## src/rtl/multi_format_counter_pkg.sv

```systemverilog
// Shared constants and helpers for the multi-format modulo counter.
// Latency: n/a (package only).
// Backpressure: n/a (package only).
//
// Holds the default 24 h / 12 h clock-format limits, the format-count ceiling
// and the range clamp used by both the load path and the format-switch path.
package multi_format_counter_pkg;

    // Largest number of runtime formats a counter instance may carry.
    localparam int MAX_FORMATS = 4;

    // Default clock-format limits (5-bit digits): 24 h counts 0..23, 12 h counts 1..12.
    localparam int          CLK_W    = 5;
    localparam logic [4:0]  WRAP_24H = 5'd0;
    localparam logic [4:0]  TERM_24H = 5'd23;
    localparam logic [4:0]  WRAP_12H = 5'd1;
    localparam logic [4:0]  TERM_12H = 5'd12;

    // Clamp val into [lo, hi]. Operates on a 32-bit carrier so one function
    // serves any counter width; callers zero-extend in and truncate out.
    function automatic logic [31:0] clamp(input logic [31:0] val,
                                          input logic [31:0] lo,
                                          input logic [31:0] hi);
        logic [31:0] res;
        res = val;
        if (val > hi) begin
            res = hi;
        end else if (val < lo) begin
            res = lo;
        end
        return res;
    endfunction

endpackage

```

## src/rtl/multi_format_counter_format_limit_lut.sv

```systemverilog
// Unpacks the per-format wrap/terminal limits for one format index.
// Latency: purely combinational.
// Backpressure: none (no handshake).
//
// Ports:
//   idx_i  - format index to look up
//   wrap_o - wrap (lowest) value of that format
//   term_o - terminal (highest) value of that format
// An index outside 0..NUM_FORMATS-1 returns format 0's limits; the top level
// never acts on an out-of-range index, so this only keeps the mux fully defined.
module format_limit_lut
    import multi_format_counter_pkg::*;
#(
    parameter int                           WIDTH       = CLK_W,
    parameter int                           NUM_FORMATS = 2,
    parameter int                           SEL_W       = 1,
    parameter logic [NUM_FORMATS*WIDTH-1:0] WRAP_VALUES = {WRAP_12H, WRAP_24H},
    parameter logic [NUM_FORMATS*WIDTH-1:0] TERM_VALUES = {TERM_12H, TERM_24H}
) (
    input  logic [SEL_W-1:0] idx_i,
    output logic [WIDTH-1:0] wrap_o,
    output logic [WIDTH-1:0] term_o
);

    always_comb begin
        wrap_o = WRAP_VALUES[WIDTH-1:0];
        term_o = TERM_VALUES[WIDTH-1:0];
        for (int i = 1; i < NUM_FORMATS; i++) begin
            if (idx_i == SEL_W'(i)) begin
                wrap_o = WRAP_VALUES[i*WIDTH +: WIDTH];
                term_o = TERM_VALUES[i*WIDTH +: WIDTH];
            end
        end
    end

endmodule

```

## src/rtl/multi_format_counter.sv

```systemverilog
// Modulo up/down counter with runtime-selectable wrap/terminal formats and cascade flag.
// Latency: counter/format_changed one clock after sampling; flag/format_err combinational.
// Backpressure: none; enable is a per-cycle step request, flag drives the next stage's enable.
//
// Ports:
//   clk, reset          - rising-edge clock, synchronous active-high reset
//   enable, up_down     - step request and direction (1 = up)
//   format_sel          - requested format; switches when valid and different
//   load, load_value    - synchronous load, clamped into the active format
//   counter             - registered count
//   flag                - carry/borrow, high in the cycle whose edge wraps
//   format_changed      - one-cycle pulse after a switch edge
//   format_err          - format_sel is not a defined format
module multi_format_counter
    import multi_format_counter_pkg::*;
#(
    parameter int                           WIDTH       = CLK_W,
    parameter int                           NUM_FORMATS = 2,
    parameter int                           SEL_W       = 1,
    parameter logic [NUM_FORMATS*WIDTH-1:0] WRAP_VALUES = {WRAP_12H, WRAP_24H},
    parameter logic [NUM_FORMATS*WIDTH-1:0] TERM_VALUES = {TERM_12H, TERM_24H}
) (
    input  logic             clk,
    input  logic             reset,
    input  logic             enable,
    input  logic             up_down,
    input  logic [SEL_W-1:0] format_sel,
    input  logic             load,
    input  logic [WIDTH-1:0] load_value,
    output logic [WIDTH-1:0] counter,
    output logic             flag,
    output logic             format_changed,
    output logic             format_err
);

    // ------------------------------------------------------------------
    // Elaboration-time parameter checks. TERM < 2**WIDTH holds by construction
    // of the packed vectors, so only WRAP <= TERM needs checking per format.
    // ------------------------------------------------------------------
    if (NUM_FORMATS < 1 || NUM_FORMATS > MAX_FORMATS) begin : g_bad_num_formats
        $fatal(1, "multi_format_counter: NUM_FORMATS must be 1..%0d", MAX_FORMATS);
    end
    if ((1 << SEL_W) < NUM_FORMATS) begin : g_bad_sel_w
        $fatal(1, "multi_format_counter: SEL_W too narrow for NUM_FORMATS");
    end
    for (genvar g = 0; g < NUM_FORMATS; g++) begin : g_fmt_check
        if (WRAP_VALUES[g*WIDTH +: WIDTH] > TERM_VALUES[g*WIDTH +: WIDTH]) begin : g_bad_limits
            $fatal(1, "multi_format_counter: format %0d has WRAP > TERM", g);
        end
    end

    // ------------------------------------------------------------------
    // State
    // ------------------------------------------------------------------
    logic [WIDTH-1:0] count_q, count_d;
    logic [SEL_W-1:0] fmt_q,   fmt_d;
    logic             chg_q,   chg_d;

    // Limits of the active format and of the requested format.
    logic [WIDTH-1:0] w_cur, t_cur;
    logic [WIDTH-1:0] w_new, t_new;

    format_limit_lut #(
        .WIDTH       (WIDTH),
        .NUM_FORMATS (NUM_FORMATS),
        .SEL_W       (SEL_W),
        .WRAP_VALUES (WRAP_VALUES),
        .TERM_VALUES (TERM_VALUES)
    ) u_lut_cur (
        .idx_i  (fmt_q),
        .wrap_o (w_cur),
        .term_o (t_cur)
    );

    format_limit_lut #(
        .WIDTH       (WIDTH),
        .NUM_FORMATS (NUM_FORMATS),
        .SEL_W       (SEL_W),
        .WRAP_VALUES (WRAP_VALUES),
        .TERM_VALUES (TERM_VALUES)
    ) u_lut_new (
        .idx_i  (format_sel),
        .wrap_o (w_new),
        .term_o (t_new)
    );

    // ------------------------------------------------------------------
    // Decode
    // ------------------------------------------------------------------
    logic sel_valid;
    logic switch_pending;
    logic at_wrap;
    logic at_term;
    logic keep_on_switch;
    logic [WIDTH-1:0] load_clamped;

    assign sel_valid      = (32'(format_sel) < 32'(NUM_FORMATS));
    assign switch_pending = (format_sel != fmt_q) & sel_valid;
    assign at_wrap        = (count_q == w_cur);
    assign at_term        = (count_q == t_cur);

    // A count already inside the new format's range survives the switch.
    assign keep_on_switch = (clamp(32'(count_q), 32'(w_new), 32'(t_new)) == 32'(count_q));
    assign load_clamped   = WIDTH'(clamp(32'(load_value), 32'(w_cur), 32'(t_cur)));

    // flag must mirror exactly the condition that makes the next edge wrap,
    // so every higher-priority action that suppresses counting also masks it.
    assign flag       = enable & ~reset & ~switch_pending & ~load &
                        (up_down ? at_term : at_wrap);
    assign format_err = ~sel_valid;

    // ------------------------------------------------------------------
    // Next state: switch > load > enable (reset handled in the register)
    // ------------------------------------------------------------------
    always_comb begin
        count_d = count_q;
        fmt_d   = fmt_q;
        chg_d   = 1'b0;
        if (switch_pending) begin
            fmt_d   = format_sel;
            count_d = keep_on_switch ? count_q : w_new;
            chg_d   = 1'b1;
        end else if (load) begin
            count_d = load_clamped;
        end else if (enable) begin
            if (up_down) begin
                count_d = at_term ? w_cur : count_q + WIDTH'(1);
            end else begin
                count_d = at_wrap ? t_cur : count_q - WIDTH'(1);
            end
        end
    end

    always_ff @(posedge clk) begin
        if (reset) begin
            count_q <= WRAP_VALUES[WIDTH-1:0];
            fmt_q   <= '0;
            chg_q   <= 1'b0;
        end else begin
            count_q <= count_d;
            fmt_q   <= fmt_d;
            chg_q   <= chg_d;
        end
    end

    assign counter        = count_q;
    assign format_changed = chg_q;

endmodule

```

## config.mk

```make
export PLATFORM = sky130hd
export DESIGN_NAME = multi_format_counter
export DESIGN_NICKNAME = d
export VERILOG_FILES = /design/src/rtl/multi_format_counter_pkg.sv /design/src/rtl/multi_format_counter_format_limit_lut.sv /design/src/rtl/multi_format_counter.sv
export SDC_FILE = /design/constraint.sdc
export NUM_CORES = 1
export LEC_CHECK = 0
export ABC_AREA = 1
export BUFFER_PORTS_ARGS = -buffer_cell sky130_fd_sc_hd__buf_2
export CAP_MARGIN = 20
export CORE_MARGIN = 8
export CORE_UTILIZATION = 50
export CTS_BUF_LIST = sky130_fd_sc_hd__clkbuf_16
export CTS_CLUSTER_DIAMETER = 200
export DETAILED_ROUTE_END_ITERATION = 6
export GPL_TIMING_DRIVEN = 0
export PLACE_DENSITY = 0.8
export SYNTH_ARGS = -nofsm -noshare
export SYNTH_HDL_FRONTEND = slang
export SYNTH_SLANG_ARGS = --single-unit
```

## constraint.sdc

```tcl
create_clock -name clk -period 1.9 [get_ports clk]
set_clock_uncertainty 0.05 [all_clocks]
set_input_delay 0.19 -clock clk [delete_from_list [all_inputs] [get_ports clk]]
set_output_delay 0.19 -clock clk [all_outputs]
set_load 0.05 [all_outputs]
```

==> results.env, run 1 <==
STATUS='finished, final reports clean'
POWER_DENSITY_OVER_THE_CELLS_nW_PER_UM2=710
SYNTH.AVG_CELL_AREA_UM2=5.77
END_KIND='primary output'
CLOCKROOTBUFFER='sky130_fd_sc_hd__clkbuf_16'
AREA.GROWTH.SYNTH_TO_FINAL_PCT=25.0
MAIN_COMBINATIONAL_CELL_FAMILY_BY_AREA_AFTER_SYNTHESIS='simple AND/OR/NAND/NOR gates'
R2R_CELLS=13
DR_TOTAL_VIAS=1243
GLOBALPLACE.CONGESTION=0.837
SYNTH_LARGEST_TYPE_AREA_FRACTION_PCT=19.9
ROUTED_WIRELENGTH_UM=2870
VDD_DROP_MAX_mV=0.662
MIN_FROM='reset'
FINAL-MAX-SLEW-VIOLATION-COUNT=0
CLK_TRANSITION_REPORTED_PATHS_NS=0.04
PIN_COUNT=19
NUMBER_OF_REMAINING_DRC_ERRORS=0
SYNTH_COMPOUND_AREA_SHARE_PCT=7.31
ANTENNA_CELLS=0
SETUP-VIOLATIONS-FINAL=0
YS.FLOP_TYPE='sky130_fd_sc_hd__dfxtp_1'
DIEAREA_UM2=3950
FINAL.MIN_CLOCK_PERIOD_NS=1.81
TRITONCTS='done'
SYNTHSIMPLEGATEAREAFRAC_PCT=51.1
MAX-CLOCK-PATH-BUFFERS=2
YOSYSTOPAREACELL='sky130_fd_sc_hd__nand2_1'
FP.DIEH_UM=62.8
DETAILEDROUTE.FIRSTPASSITERATIONCOUNT=4
FMAX_MHz=552
WORST_EP_REQUIRED_TIME_NS=1.66
DPL.HPWL_UM=2080
PLACEDCELLCOUNT=234
FIN_NETS=240
FLOORPLAN.ROWS=17
TIMING.CRITICAL_PATH.FROM='counter[3]$_SDFFE_PP0P_'
WIRE_PER_INST_UM=11.8
SYNTH_TOP_CELLS_BY_AREA='sky130_fd_sc_hd__nand2_1, sky130_fd_sc_hd__ha_1, sky130_fd_sc_hd__dfxtp_1, sky130_fd_sc_hd__nand3_1, sky130_fd_sc_hd__inv_1'
INITIAL_STANDARD_CELL_UTILIZATION_OF_THE_CORE_PCT=51.0
CLK_LATENCY_NS=0.23
ANTENNA_FOUND_INITIAL=0
SYNTH-SEQ-CELLS=7
TOTAL_NUMBER_OF_CLOCK_TREE_SINKS=7
FIN_CELLS=244
CP-START-KIND='flop'
WORST_R2R_STARTPOINT='counter[4]$_SDFFE_PP0P_'
FINISH.UTILIZATION_PCT=63.8
GRT_PASS1_WL_UM=4670
GLOBAL_ROUTE.USAGE.TOTAL_PCT=13.9
GR-TOTAL-OVERFLOW=0
SETUP.WORST_PATH.CLASS='reg -> out'
FINAL_CELL_MIX='sky130_fd_sc_hd__nand2_1, sky130_fd_sc_hd__inv_1, sky130_fd_sc_hd__nand3_1'
MAPPEDNETLISTAREA_UM2=1100
DRIVE_GT1_SHARE_PCT=26.9
LAYOUT.CELLS.MOST_COMMON='sky130_fd_sc_hd__nand2_1'
NUMBER_OF_BUFFERS_CREATED_BY_CTS=3
POST_CTS_HOLD_BUFFER_COUNT=0
VIAS_PER_CELL=5.09
PLACEABLECOREAREA_UM2=2150
SYNTH_CELL_TYPE_COUNT=28
MAXIMUM_NUMBER_OF_PINS_ON_ONE_NET_BEFORE_GLOBAL_ROUTE_REPAIR=11
WORST-R2R-SETUP-SLACK_NS=0.15
DR.FIRST_ITER.DRC_COUNT=43
YOSYS.AREA_SHARE.ADDER_PCT=13.7
SYNTHESIS.INSTANCES=190
CP_DATA_ARRIVAL_TIME_NS=1.57
SYNTH-WARNING-COUNT=0
CAP_VIOLATIONS=0
REG2REG_TO='counter[0]$_SDFFE_PP0P_'
LAST_ELEMENT_OF_THE_CRITICAL_PATH='flag'
SYNTH_FP_NETS=213
TOTAL_LEAKAGE_POWER_nW=0.757
YOSYS.AREA_SHARE.XOR_XNOR_PCT=2.40
SYNTH_EDF_COUNT=0
SYNTH_SEQ_AREA_SHARE_PCT=12.8
CLOCK_TREE.HTREE_LEVEL_COUNT=1
FINAL_ANTENNA_NET_COUNT=0
ASYNC_FLOP_SHARE_PCT=0
FF_LATCH_AREA_UM2=153
FINAL.PERIOD_UTILIZATION_PCT=95.3
MULTI_INPUT_AREA_UM2=835
PORT_BUFFERS=16
DIE-WIDTH_UM=62.8
HOLDPATHSTAGES=2
SYNTH_MUX_AREA_SHARE_PCT=0
N_FILL_CELL=205
GRT_PASS1_VIAS=1093
PATH_MAX_FANOUT=8
REPORT.FINAL.HOLD_VIOL_COUNT=0
MIN_DELAY_WORST_TYPE='in -> reg'
## Yosys cell counts (2+ instances only)
master	count
sky130_fd_sc_hd__buf_4	2
sky130_fd_sc_hd__inv_1	22
sky130_fd_sc_hd__dfxtp_1	7
sky130_fd_sc_hd__nand2_2	5
sky130_fd_sc_hd__nand2_4	3
sky130_fd_sc_hd__xnor2_1	2
sky130_fd_sc_hd__nand3_1	24
sky130_fd_sc_hd__inv_2	5
sky130_fd_sc_hd__a21oi_1	7
sky130_fd_sc_hd__ha_1	12
sky130_fd_sc_hd__nor2_1	18
sky130_fd_sc_hd__nand2_1	58
sky130_fd_sc_hd__o21ai_0	4
sky130_fd_sc_hd__nor2_2	3
sky130_fd_sc_hd__nand4_1	5
## sequential cells by signal, summed over array words and instances (netlist names)
signal,flops
counter,5
fmt_q,1
format_changed,1
## metrics by stage
stage               hold WS [ns]  TNS, ns  cell area, µm²  worst slack [ns]  total power, mW
finish                     0.144        0            1370            0.0893            0.973
global placement           0.377   -0.798            1220            -0.194            0.597
floorplan                  0.195        0            1100            0.0974            0.511
global route               0.145  -0.0123            1370           -0.0108             1.04
detailed placement         0.375   -0.855            1220            -0.214            0.602
CTS                        0.138        0            1300            0.0195            0.957
## worst max-delay path: stages (launching register included)
cell	delay, ns
sky130_fd_sc_hd__dfxtp_2	0.32
sky130_fd_sc_hd__buf_4	0.16
sky130_fd_sc_hd__inv_2	0.08
sky130_fd_sc_hd__nand2_1	0.07
sky130_fd_sc_hd__a21oi_2	0.19
sky130_fd_sc_hd__nand3_2	0.12
sky130_fd_sc_hd__nand2_1	0.07
sky130_fd_sc_hd__o2111ai_1	0.09
sky130_fd_sc_hd__inv_1	0.09
sky130_fd_sc_hd__buf_6	0.15
## how the worst min path moves through the flow
| stage | to | slack [ns] |
|---|---|---|
| 4_1_cts | counter[3]$_SDFFE_PP0P_ | 0.14 |
| 2_1_floorplan | counter[3]$_SDFFE_PP0P_ | 0.20 |
| 6_report | counter[3]$_SDFFE_PP0P_ | 0.14 |
| 5_1_grt | counter[3]$_SDFFE_PP0P_ | 0.14 |
| 3_3_place_gp | counter[3]$_SDFFE_PP0P_ | 0.38 |
| 3_5_place_dp | counter[3]$_SDFFE_PP0P_ | 0.38 |
## what timing repair did
action | in CTS | in global routing
setup buffers | 0 | 6
setup endpoints to repair | 6 | 6
endpoints found under the hold margin | 0 | 0
pin swaps | 0 | 4
resized for setup | 3 | 10
## cell families after synthesis
| kind of cell | count (synthesis) |
|---|---|
| compound gates | 14 |
| xor+xnor | 3 |
| flops | 7 |
| other cells | 1 |
| simple gates | 120 |
| buf+inv | 33 |
| fa+ha+maj | 12 |
## cell type report
cell class | count | share of cell area [%]
Clock inverter | 1 | 0.274
Inverter | 29 | 8.31
Multi-Input combinational cell | 150 | 60.9
Timing Repair Buffer | 22 | 9.41
Tap cell | 28 | 2.56
Sequential cell | 7 | 11.1
Clock buffer | 3 | 5.48
Buffer | 4 | 1.92
## per-layer routing
| layer | GRT usage [%] | up-vias | share of wire, % |
|---|---|---|---|
| li1 | - | 655 | - |
| met1 | 15.9 | 547 | 46 |
| met2 | 25.1 | 34 | 49 |
| met3 | 2.87 | 7 | 3.1 |
| met4 | 3.99 | 0 | 1.7 |
| met5 | 0 | - | 0 |
## power by group
group          total [mW]  internal [mW]  switching [mW]
sequential          0.197          0.165          0.0318
combinational       0.426          0.146           0.280
clock               0.350          0.273          0.0764
(Power assumes the default switching activity.)
==> run 2: changes to the inputs <==
Settings changed: ABC_AREA 1 to 0, CAP_MARGIN 20 to 5, PLACE_DENSITY 0.8 to 0.81.
==> results.env, run 2 <==
GLOBALPLACE.CONGESTION=0.938  # +12%
TRITONCTS='done'
PORT_BUFFERS=16  # unchanged
PIN_COUNT=19  # unchanged
DESIGN_POWER_TOTAL_mW=1.12  # +15%
FINAL-MAX-SLEW-VIOLATION-COUNT=0  # unchanged
WORST-R2R-SETUP-SLACK_NS=-0.35  # -0.50 ns
WORSTMARGINPINSLEW_NS=0.547
MAXIMUM_NUMBER_OF_PINS_ON_ONE_NET_BEFORE_GLOBAL_ROUTE_REPAIR=11  # unchanged
SYNTH_TOP_CELLS_BY_AREA='sky130_fd_sc_hd__ha_1, sky130_fd_sc_hd__dfxtp_1, sky130_fd_sc_hd__inv_1, sky130_fd_sc_hd__nand2b_1, sky130_fd_sc_hd__a21oi_1'
FLOORPLAN.ROWS=16  # -1
SYNTH.AVG_CELL_AREA_UM2=8.03  # +39%
GRT_PASS1_WL_UM=5360  # +15%
MAPPEDNETLISTAREA_UM2=1060  # -3.3%
SYNTH_SEQ_AREA_SHARE_PCT=13.2  # +0.44 points
FINAL_CELL_MIX='sky130_fd_sc_hd__buf_4, sky130_fd_sc_hd__buf_2, sky130_fd_sc_hd__inv_1'
SETUP_REPAIR_AFTER_GLOBAL_ROUTING_MISSED_ITS_MARGIN='true'
CRIT_PATH_CELL_TRACE='buf_12 > ha_1 > and4_4 > and2_4 > or2_4 > buf_4 > a31oi_1 > o211ai_1 > a21oi_1'
CRITICAL_PATH.TOP_DELAY_FAMILY='simple AND/OR/NAND/NOR gates'
CP_DATA_ARRIVAL_TIME_NS=2.34  # +0.77 ns
SYNTH-SEQ-CELLS=7  # unchanged
SYNTHESIS.INSTANCES=132  # -31%
TIMING.CRITICAL_PATH.SLOWEST_CELL_DELAY_NS=0.35  # +0.03 ns
FAILED_CHECKS='negative setup slack'
DPL_WORST_SLACK_NS=-0.351  # -0.137 ns
DR.FIRST_ITER.DRC_COUNT=110  # +160%
FP.DIEH_UM=62.0  # -1.2%
FINAL_WORST_SLACK_NS=-0.345  # -0.435 ns
AREA.GROWTH.SYNTH_TO_FINAL_PCT=56.3
GRT_PASS1_VIAS=1166  # +6.7%
POST_SYNTH_MOST_FREQUENT_CELLS='sky130_fd_sc_hd__ha_1, sky130_fd_sc_hd__inv_1, sky130_fd_sc_hd__a21oi_1, sky130_fd_sc_hd__dfxtp_1'
NUMBER_OF_REMAINING_DRC_ERRORS=0  # unchanged
CLK_TRANSITION_REPORTED_PATHS_NS=0.04  # about the same
INITIAL_STANDARD_CELL_UTILIZATION_OF_THE_CORE_PCT=53.5  # +2.5 points
FINAL.MIN_CLOCK_PERIOD_NS=2.25  # +0.435 ns
GR-TOTAL-OVERFLOW=0  # unchanged
END_KIND='flop'
GLOBAL_ROUTE.USAGE.TOTAL_PCT=18.7  # +4.7 points
CP_SLOWEST_CELL='sky130_fd_sc_hd__dfxtp_4'
DR_TOTAL_VIAS=1305  # +5.0%
ANTENNA_FOUND_INITIAL=0  # unchanged
CLK_LATENCY_NS=0.23  # about the same
FMAX_MHz=445  # -19%
VIAS_PER_CELL=6.69  # +31%
CAP_VIOLATIONS=0  # unchanged
FINAL.PERIOD_UTILIZATION_PCT=118  # +23 points
SETUP.WORST_PATH.CLASS='reg -> reg'
PATH_MAX_FANOUT=4  # -4
CLOCK_TREE.HTREE_LEVEL_COUNT=1  # unchanged
YS.FLOP_TYPE='sky130_fd_sc_hd__dfxtp_1'
ROUTED_WIRELENGTH_UM=3950  # +37%
SETUP-VIOLATIONS-FINAL=6  # +6
WORST_EP_REQUIRED_TIME_NS=1.99  # +0.33 ns
NUMBER_OF_BUFFERS_CREATED_BY_CTS=3  # unchanged
FIN_NETS=192  # -20%
TOTAL_NUMBER_OF_CLOCK_TREE_SINKS=7  # unchanged
DPL.HPWL_UM=2250  # +7.9%
ANTENNA_CELLS=0  # unchanged
TOTAL_LEAKAGE_POWER_nW=0.747  # -1.3%
DIEAREA_UM2=3850  # -2.5%
LARGEST_REGISTER_FF_COUNT=5  # unchanged
SYNTH_CELL_TYPE_COUNT=51  # +82%
ASYNC_FLOP_SHARE_PCT=0  # unchanged
SLEW_HEADROOM_PCT=63.3
WIRE_PER_INST_UM=20.2  # +72%
CLOCKROOTBUFFER='sky130_fd_sc_hd__clkbuf_16'
DETAILEDROUTE.FIRSTPASSITERATIONCOUNT=4  # unchanged
FINAL_ANTENNA_NET_COUNT=0  # unchanged
SYNTH_EDF_COUNT=0  # unchanged
DRIVE_GT1_SHARE_PCT=48.2  # +21 points
POWER_DENSITY_OVER_THE_CELLS_nW_PER_UM2=674  # -5.1%
CRITICAL_PATH_BUF_INV_COUNT=2  # -2
CP-START-KIND='flop'
MIN_DELAY_WORST_TYPE='in -> reg'
SYNTH-WARNING-COUNT=0  # unchanged
YOSYSTOPAREACELL='sky130_fd_sc_hd__ha_1'
REPORT.FINAL.HOLD_VIOL_COUNT=0  # unchanged
SYNTH_LARGEST_TYPE_AREA_FRACTION_PCT=14.2  # -5.7 points
FIN_HOLD_WS_NS=0.226  # +0.0828 ns
VDD_DROP_MAX_mV=1.15  # +74%
SYNTH_FP_NETS=155  # -27%
PLACEABLECOREAREA_UM2=1980  # -7.7%
DIE-WIDTH_UM=62.0  # -1.2%
MAX-CLOCK-PATH-BUFFERS=2  # unchanged
FINISH.UTILIZATION_PCT=83.6  # +20 points
STATUS='complete, but fails checks'
run 2: changes by cell type in the layout (fill, tap and decap cells not counted), moves of 5 or more:
cell	change
sky130_fd_sc_hd__inv_1	-13
sky130_fd_sc_hd__nand2_2	-5
sky130_fd_sc_hd__buf_4	+8
sky130_fd_sc_hd__nand2_1	-52
sky130_fd_sc_hd__nor2_2	-5
sky130_fd_sc_hd__nand3_1	-19
sky130_fd_sc_hd__nand4_1	-5
sky130_fd_sc_hd__nor2_1	-12
run 2: report_power, final:
part | switching, mW | internal, mW
registers | 0.0196 | 0.165
logic | 0.332 | 0.250
clock network | 0.0761 | 0.273
total | 0.428 | 0.688
run 2: kinds of logic (layout without fill, tap and decap cells):
logic type	Yosys count	after routing	synth area share, %
AO/OA/AOI/OAI	44	44	32.7
AND/OR/NAND/NOR	40	40	24.1
buffers and inverters	22	58	10.4
adder cells (fa/ha/maj)	12	12	14.2
flip-flops	7	7	13.2
XOR/XNOR	5	5	4.13
other	1	1	0.354
multiplexers	1	1	0.945
run 2: path summary, 6_finish.rpt:
check	from	endpoint	cells after the start
setup / recovery	fmt_q$_SDFFE_PP0N_	counter[3]$_SDFFE_PP0P_	9
hold / removal	reset	counter[4]$_SDFFE_PP0P_	2
setup reg to reg	fmt_q$_SDFFE_PP0N_	counter[3]$_SDFFE_PP0P_	9
hold reg to reg	counter[3]$_SDFFE_PP0P_	counter[3]$_SDFFE_PP0P_	3
run 2: final cells by class:
| cell class | instances | area (µm²) |
|---|---|---|
| clock buffers | 3 | 75.1 |
| inverters | 12 | 52.6 |
| plain buffers | 10 | 96.3 |
| well taps | 27 | 33.8 |
| flip-flops and latches | 7 | 160 |
| repair buffers | 32 | 223 |
| fillers | 96 | 325 |
| multi-input cells | 103 | 1010 |
| clock inverters | 1 | 3.75 |
run 2: through the flow:
step	cells	setup TNS, ns	cell area, µm²
floorplan	132	-0.527	1220
global placement	175	-1.62	1330
detailed placement	175	-1.62	1330
CTS	187	-1.02	1530
global route	195	-1.71	1660
finish	195	-1.49	1660
run 2: timing repair:
item | in CTS | in global routing
hold endpoints to repair | 0 | 0
setup endpoints to repair | 6 | 6
hold buffers | 0 | 0
buffers inserted | 8 | 8
pin swaps | 13 | 12
resized for setup | 10 | 10
run 2: per-layer routing:
layer / wire, µm / share of wire, % / vias to the layer above / global-route usage [%]
met5: 0 / 0 / - / 0
met4: 255 / 6.5 / 0 / 9.42
met3: 343 / 8.7 / 33 / 1.85
met2: 1790 / 45 / 103 / 30.7
met1: 1560 / 40 / 600 / 23.4
li1: - / - / 569 / -
